<file path="src/rtl/axi4_wr_burst_splitter.sv">
// Splits an upstream AXI4 INCR write burst into single-beat downstream AW/W/B transactions.
// Optional build macro AXI_WSPLIT_4K_CHECK_EN: drain and reject bursts that cross a 4 KiB page.
module axi4_wr_burst_splitter #(
  parameter int unsigned ADDR_WIDTH = 25,
  parameter int unsigned DATA_WIDTH = 32,
  parameter int unsigned ID_WIDTH   = 12
) (
  input  logic                    clock,
  input  logic                    reset,
  input  logic                    s_awvalid,
  output logic                    s_awready,
  input  logic [ID_WIDTH-1:0]     s_awid,
  input  logic [ADDR_WIDTH-1:0]   s_awaddr,
  input  logic [7:0]              s_awlen,
  input  logic                    s_wvalid,
  output logic                    s_wready,
  input  logic [DATA_WIDTH-1:0]   s_wdata,
  input  logic [DATA_WIDTH/8-1:0] s_wstrb,
  output logic                    s_bvalid,
  input  logic                    s_bready,
  output logic [ID_WIDTH-1:0]     s_bid,
  output logic [1:0]              s_bresp,
  output logic                    m_awvalid,
  input  logic                    m_awready,
  output logic [ADDR_WIDTH-1:0]   m_awaddr,
  output logic                    m_wvalid,
  input  logic                    m_wready,
  output logic [DATA_WIDTH-1:0]   m_wdata,
  output logic [DATA_WIDTH/8-1:0] m_wstrb,
  input  logic                    m_bvalid,
  output logic                    m_bready,
  input  logic [1:0]              m_bresp
);

  localparam int unsigned STRB_W = DATA_WIDTH / 8;

  typedef enum logic [2:0] {
    S_IDLE  = 3'd0,
    S_ADDR  = 3'd1,
    S_DATA  = 3'd2,
    S_RESP  = 3'd3,
`ifdef AXI_WSPLIT_4K_CHECK_EN
    S_DRAIN = 3'd5,
`endif
    S_BRSP  = 3'd4
  } state_t;

  state_t                  state_q, state_d;
  logic [ID_WIDTH-1:0]     id_q, id_d;
  logic [ADDR_WIDTH-1:0]   addr_q, addr_d;
  logic [7:0]              len_q, len_d;
  logic [7:0]              cnt_q, cnt_d;
  logic [1:0]              acc_q, acc_d;
  logic                    awready_q, awready_d;
  logic [ADDR_WIDTH-1:0]   beat_addr;

  assign beat_addr = addr_q + ADDR_WIDTH'(cnt_q) * ADDR_WIDTH'(STRB_W);
  assign s_awready = awready_q;

`ifdef AXI_WSPLIT_4K_CHECK_EN
  // Page of the last beat versus page of the first beat, with address-space wrap.
  logic [ADDR_WIDTH-1:0] last_addr;
  logic                  page_cross;
  assign last_addr  = s_awaddr + ADDR_WIDTH'(s_awlen) * ADDR_WIDTH'(STRB_W);
  assign page_cross = (last_addr[ADDR_WIDTH-1:12] != s_awaddr[ADDR_WIDTH-1:12]);
`endif

  always_ff @(posedge clock or posedge reset) begin
    if (reset) begin
      state_q   <= S_IDLE;
      id_q      <= '0;
      addr_q    <= '0;
      len_q     <= '0;
      cnt_q     <= '0;
      acc_q     <= '0;
      awready_q <= 1'b0;
    end else begin
      state_q   <= state_d;
      id_q      <= id_d;
      addr_q    <= addr_d;
      len_q     <= len_d;
      cnt_q     <= cnt_d;
      acc_q     <= acc_d;
      awready_q <= awready_d;
    end
  end

  always_comb begin
    state_d   = state_q;
    id_d      = id_q;
    addr_d    = addr_q;
    len_d     = len_q;
    cnt_d     = cnt_q;
    acc_d     = acc_q;
    s_wready  = 1'b0;
    s_bvalid  = 1'b0;
    s_bid     = '0;
    s_bresp   = 2'b00;
    m_awvalid = 1'b0;
    m_awaddr  = '0;
    m_wvalid  = 1'b0;
    m_wdata   = '0;
    m_wstrb   = '0;
    m_bready  = 1'b0;

    case (state_q)
      S_IDLE: begin
        if (s_awvalid && awready_q) begin
          id_d    = s_awid;
          addr_d  = s_awaddr;
          len_d   = s_awlen;
          cnt_d   = '0;
          acc_d   = 2'b00;
          state_d = S_ADDR;
`ifdef AXI_WSPLIT_4K_CHECK_EN
          if (page_cross) begin
            acc_d   = 2'b10;
            state_d = S_DRAIN;
          end
`endif
        end
      end
      S_ADDR: begin
        m_awvalid = 1'b1;
        m_awaddr  = beat_addr;
        if (m_awready) state_d = S_DATA;
      end
      // W channel is a straight combinational connection for the current beat.
      S_DATA: begin
        m_wvalid = s_wvalid;
        s_wready = m_wready;
        m_wdata  = s_wdata;
        m_wstrb  = s_wstrb;
        if (s_wvalid && m_wready) state_d = S_RESP;
      end
      S_RESP: begin
        m_bready = 1'b1;
        if (m_bvalid) begin
          if (m_bresp > acc_q) acc_d = m_bresp;
          if (cnt_q == len_q) begin
            state_d = S_BRSP;
          end else begin
            cnt_d   = cnt_q + 8'd1;
            state_d = S_ADDR;
          end
        end
      end
      S_BRSP: begin
        s_bvalid = 1'b1;
        s_bid    = id_q;
        s_bresp  = acc_q;
        if (s_bready) state_d = S_IDLE;
      end
`ifdef AXI_WSPLIT_4K_CHECK_EN
      S_DRAIN: begin
        s_wready = 1'b1;
        if (s_wvalid) begin
          if (cnt_q == len_q) state_d = S_BRSP;
          else                cnt_d   = cnt_q + 8'd1;
        end
      end
`endif
      default: state_d = S_IDLE;
    endcase

    awready_d = (state_d == S_IDLE);
  end

endmodule

</file>
<file path="config.mk">
export PLATFORM = sky130hd
export DESIGN_NAME = axi4_wr_burst_splitter
export DESIGN_NICKNAME = d
export VERILOG_FILES = /design/src/rtl/axi4_wr_burst_splitter.sv
export SDC_FILE = /design/constraint.sdc
export NUM_CORES = 1
export LEC_CHECK = 0
export ABC_AREA = 1
export CAP_MARGIN = 5
export CORE_MARGIN = 3
export CORE_UTILIZATION = 45
export CTS_CLUSTER_DIAMETER = 50
export CTS_CLUSTER_SIZE = 10
export DETAILED_ROUTE_END_ITERATION = 6
export PLACE_DENSITY = 0.85
export RECOVER_POWER = 50
export SLEW_MARGIN = 30
export SYNTH_ARGS = -nofsm -noshare
export SYNTH_HDL_FRONTEND = slang
export SYNTH_SLANG_ARGS = --single-unit
</file>
<file path="constraint.sdc">
create_clock -name clock -period 4.75 [get_ports clock]
set_clock_uncertainty 0.2 [all_clocks]
set_input_delay 0.475 -clock clock [delete_from_list [all_inputs] [get_ports clock]]
set_output_delay 0.475 -clock clock [all_outputs]
set_load 0.03 [all_outputs]
</file>
# After elaboration in Yosys (flattened, before gate mapping)
# Index checks and enable logic that the tools add are counted.
# totals
register_bits,59
input_bits,91
out_inout_bits,81
# classes
eq_ne,9
n_reduce_logical,8
addsub,2
mux,25
magnitude_cmp,1
# ops
cell,n
$mux W32,1
$add A25 B10 Y25,1
$mux W25,1
$mux W8,3
$mux W3,6
$pmux W8 S2,1
$pmux W3 S5,1
$mux W12,1
$add A8 B1 Y8 const B,1
$eq A8 B8 Y1,1
$mux W2,4
$ne A2 B2 Y1 const B,4
$reduce_and A4 Y1,2
$eq A3 B2 Y1 const B,2
$logic_not A3 Y1,2
$mux W1,5
$mux W4,1
$pmux W2 S2,1
$eq A3 B1 Y1 const B,1
$eq A3 B3 Y1 const B,1
$gt A2 B2 Y1,1
$logic_and A1 B1 Y1,2
$reduce_and A2 Y1,1
$reduce_bool A2 Y1,1

# Logic depth before layout (Yosys ltp)
# depth
ltp_word,5
mapped_depth,11
mapped_depth_nobuf,11

# Worst setup path after synthesis
# No wires, ideal clock.
# synth_path
path_type,register to output
startpoint,register cnt_q[0]
endpoint,output port m_awaddr[24]
t_arrival_ns,2.051
path_buffers,0
setup_slack_ns,2.024
required_ns,4.075
path_stages_with_launch,12
cell_sequence,dfrtp_1 ha_1 fa_1 nand3_1 nand3_1 nand2_1 nand2_1 nand2_1 nand2_1 nand2_1 nand2_1 nor2_1
# synth_via
elab_chain_cells,2
# synth_lines
element,line,rtl
from (decl),52,"logic [7:0] cnt_q, cnt_d;"
from (signal assigned),82,cnt_q <= cnt_d;
$add A25 B10 Y25,57,assign beat_addr = addr_q + ADDR_WIDTH'(cnt_q) * ADDR_WIDTH'(STRB_W);
$mux W25,106,case (state_q)
to (decl),25,"output logic [ADDR_WIDTH-1:0] m_awaddr,"
# Every way passes these cells.

# Final worst setup path
# layout_path
startpoint,input port s_awvalid
endpoint,register addr_q[2]
# layout_via
elab_chain_cells,2
# layout_lines
element,line,rtl
from (decl),10,"input logic s_awvalid,"
$logic_and A1 B1 Y1,108,if (s_awvalid && awready_q) begin
$reduce_and A2 Y1 (no line),n/a,
to (signal assigned),80,addr_q <= addr_d;
to (decl),50,"logic [ADDR_WIDTH-1:0] addr_q, addr_d;"
# Every way passes these cells.
# A chain may end at the register's enable or synchronous reset.

==> summary by stage <==
STA
The final hold violation count is 0. The minimum period implied by the final worst setup slack is 3.94 ns. The part of the cycle the worst path needs is 0.830.

The highest clock rate is 0.254 GHz. For the pin with the worst max-slew slack, the measured transition is 3.14 ns. The tightest hold path in the finished design has a slack of 0.317 ns. Setup repair after global routing left no endpoint under its margin.

Headroom to the max-slew limit came out at -1.10. The final max-slew violation count is 134. After routing, the total negative slack on setup checks comes to 0 ns. The number of setup violations in the final report is 0.

Critical path
STA classifies the critical path endpoint as a flop. For the worst setup path, the data arrival time is 3.95 ns. STA puts the critical path data required time at 4.75 ns. The worst setup path is launched from a primary input. The highest fanout seen on the critical path is 73. The critical path start-end classification is in -> reg.

Yosys
The share of synthesized area occupied by flip-flops and latches is 0.372. The mapped netlist covers 0.00397 mm². Yosys printed 0 warnings. The top-area cell type share of the netlist area is 0.372. In the synthesized netlist the dominant register cell turns out to be dfrtp_1. The fraction of synthesis flops using an asynchronous set or reset pin is 1.00. The number of synthesized register bits is 59. Synthesis produced a netlist with a net count of 682. Of the total synthesized cell area, the portion taken by AND, OR, NAND and NOR gates is 0.312. Counting distinct cell types in the post-synthesis netlist gives 33. By area the synthesized netlist is led by dfrtp_1, nor2_1, nand2_1. Of the total synthesized cell area, the portion taken by full adders, half adders and majority gates is 0.0397. The average instance in the mapped netlist occupies 6.85 µm².

The number of flops mapped to enable cells by yosys is 0. The multiplexer area fraction after synthesis is 0.0511. The most area-hungry cell type in the Yosys netlist is dfrtp_1.

The count of mapped cells out of synthesis is 579. By area, the combinational part of the netlist is dominated by simple AND/OR/NAND/NOR gates. The xor/xnor cell area share of the yosys netlist is 0.0243. The fraction of the mapped netlist area in compound gates is 0.0804.

Floorplanning
For this configuration, the core starts out at a cell density of 0.473. The total number of placement rows is 33. The die is 99.9 µm wide.

The core area is 0.00838 mm². Pin placement for this block handled 172 I/O pins. The vertical die dimension is 99.9 µm. The die outline area is 0.00998 mm².

Clock network
Clock-pin slew was measured on the worst setup and hold paths at 0.06 ns. The maximum clock insertion buffer count is 2. The number of setup buffers added after CTS is 0. In this run the number of H-tree levels came out at 3. The sink count of the clock tree is 59. Clock latency on the worst-skew pair, taken at its later pin, is 0.34 ns.

TritonCTS built the clock tree. The cell chosen for the clock root is clkbuf_8. The number of buffers created by CTS is 9. The count of hold buffers inserted by post-cts repair is 0.

The post-cts resize count is 0.

Detailed routing
The remaining routing DRC violations is 0. The pre-antenna-repair detailed-routing pass consisted of 4 iterations. After the first detailed-routing iteration, the DRC count stood at 173.

The wire length after detailed routing is 11800 µm. Dividing the detail-routed wire length by the instance count gives 13.8 µm. The via count is 4152. The detail route stage leaves a number of antenna-violating nets equal to 0. After detailed routing, the number of vias per cell comes to 4.86.

Global route
The initial antenna violation count is 0. The first-pass GRT wire length is 19100 µm. Summed over all layers, the global routing overflow is 0. The via count of the first global-routing pass is 3956. The overall global routing resource usage is 0.239. The largest net degree at the start of global routing is 74.

Finish
The area taken by multi-input logic gates is 0.00198 mm². The fraction of final layout cells with drive strength greater than 1 is 0.0507. In the layout the commonest cells are clkdlybuf4s50_1, nor2_1, nand2_1. The final cell utilization of the core is 0.704. The leading cell type in the layout, fill and taps excluded is clkdlybuf4s50_1. Relative to the synthesized area, the layout overhead comes to 48.7%. The non-filler instance count after layout is 855. Fill cells in the final layout number 700. The area used by sequential logic in the layout is 0.00148 mm². The final layout contains 849 nets. 0 antenna diodes ended up in the layout.

Power and ir drop
The peak supply drop is 0.300 mV. The share of total power dissipated in the clock network is 0.149. Of the total power, the share spent switching nets is 0.459. The sum of internal, switching and leakage power is 3.10 mW. The cell-internal power is 1.67 mW. The part of the power in combinational logic is 0.574.

The leakage dissipation is 2.96 nW. The switching power is 1.42 mW. The sequential fraction of design power is 0.277.

In this run the power density over the cells is 525 mW/mm².

Job
The number of max-cap violations is 2.

Placement
The port buffer count is 171. The total placed cells including tap cells is 840. The global placement routability congestion is 0.871. The total half-perimeter wirelength after legalization and detailed placement is 9110 µm.

Status
The flow ran to the end, but the final reports show violations. The checks that failed: max-capacitance violations, max-slew violations.

Worst hold path
The min-delay analysis places its worst path in the category reg -> reg.
==> area by class of cell <==
class,instances,area share
timing repair buffer,173,0.292
inverter,105,0.0673
tap,105,0.0223
clock buffer,13,0.0269
sequential,59,0.250
clock inverter,2,0.00594
multi-input combinational,398,0.335
==> through the flow <==
step                cell area (µm²)  worst slack (ns)
global placement               5740              1.40
global route                   5900             0.408
floorplan                      3970              2.02
finish                         5900             0.808
CTS                            5940              1.02
detailed placement             5740              1.40
==> cells in the mapped netlist (6+ instances only) <==
cell,n
a21oi_1,42
buf_2,12
dfrtp_1,59
ha_1,11
inv_1,102
mux2_2,16
nand2_1,106
nand3_1,34
nand4_1,7
nor2_1,136
o21ai_0,12
xnor2_1,6
==> path summary, 6_finish.rpt <==
path	startpoint	to	slack, ns	cells after the start
worst max register to register	state_q[0]$_DFF_PP0_	addr_q[2]$_DFFE_PP0P_	0.94	3
worst max-delay path	s_awvalid	addr_q[2]$_DFFE_PP0P_	0.81	5
worst min register to register	id_q[7]$_DFFE_PP0P_	id_q[7]$_DFFE_PP0P_	0.32	2
worst min-delay path	id_q[7]$_DFFE_PP0P_	id_q[7]$_DFFE_PP0P_	0.32	2
max in group asynchronous	reset	addr_q[21]$_DFFE_PP0P_	1.12	3
min in group asynchronous	reset	id_q[9]$_DFFE_PP0P_	1.42	3
==> cells by family after synthesis <==
group / Yosys count
flip-flops: 59
AND/OR/NAND/NOR: 297
XOR/XNOR: 11
multiplexers: 18
adder cells (fa/ha/maj): 12
AO/OA/AOI/OAI: 60
buffers and inverters: 122
==> sequential cells by signal, summed over array words and instances, names as in the netlist <==
register and flops:
state_q 3, id_q 12, acc_q 2, addr_q 25
s_awready 1, len_q 8, cnt_q 8
==> metal layers <==
metal  wire (µm)  vias up  global-route usage
li1            -     2110                   -
met1        5030     1904               0.315
met2        5930      126               0.405
met3         746       12              0.0396
met4         120        0              0.0672
met5           0        -                   0
==> power groups by stage <==
stage | Combinational (mW) | Clock (mW) | Sequential [mW]
floorplan | 1.20 | 0 | 0.817
global placement | 1.75 | 0 | 0.853
detailed placement | 1.79 | 0 | 0.864
CTS | 1.80 | 0.469 | 0.856
global route | 1.95 | 0.489 | 0.884
finish | 1.78 | 0.461 | 0.859
==> critical path, stage by stage <==
cell and delay (ns):
clkdlybuf4s50_1 0.47, nand2_1 0.06, inv_1 0.08, nand3_1 1.81
mux2_1 1.03
Power figures use the tool's default switching activity.
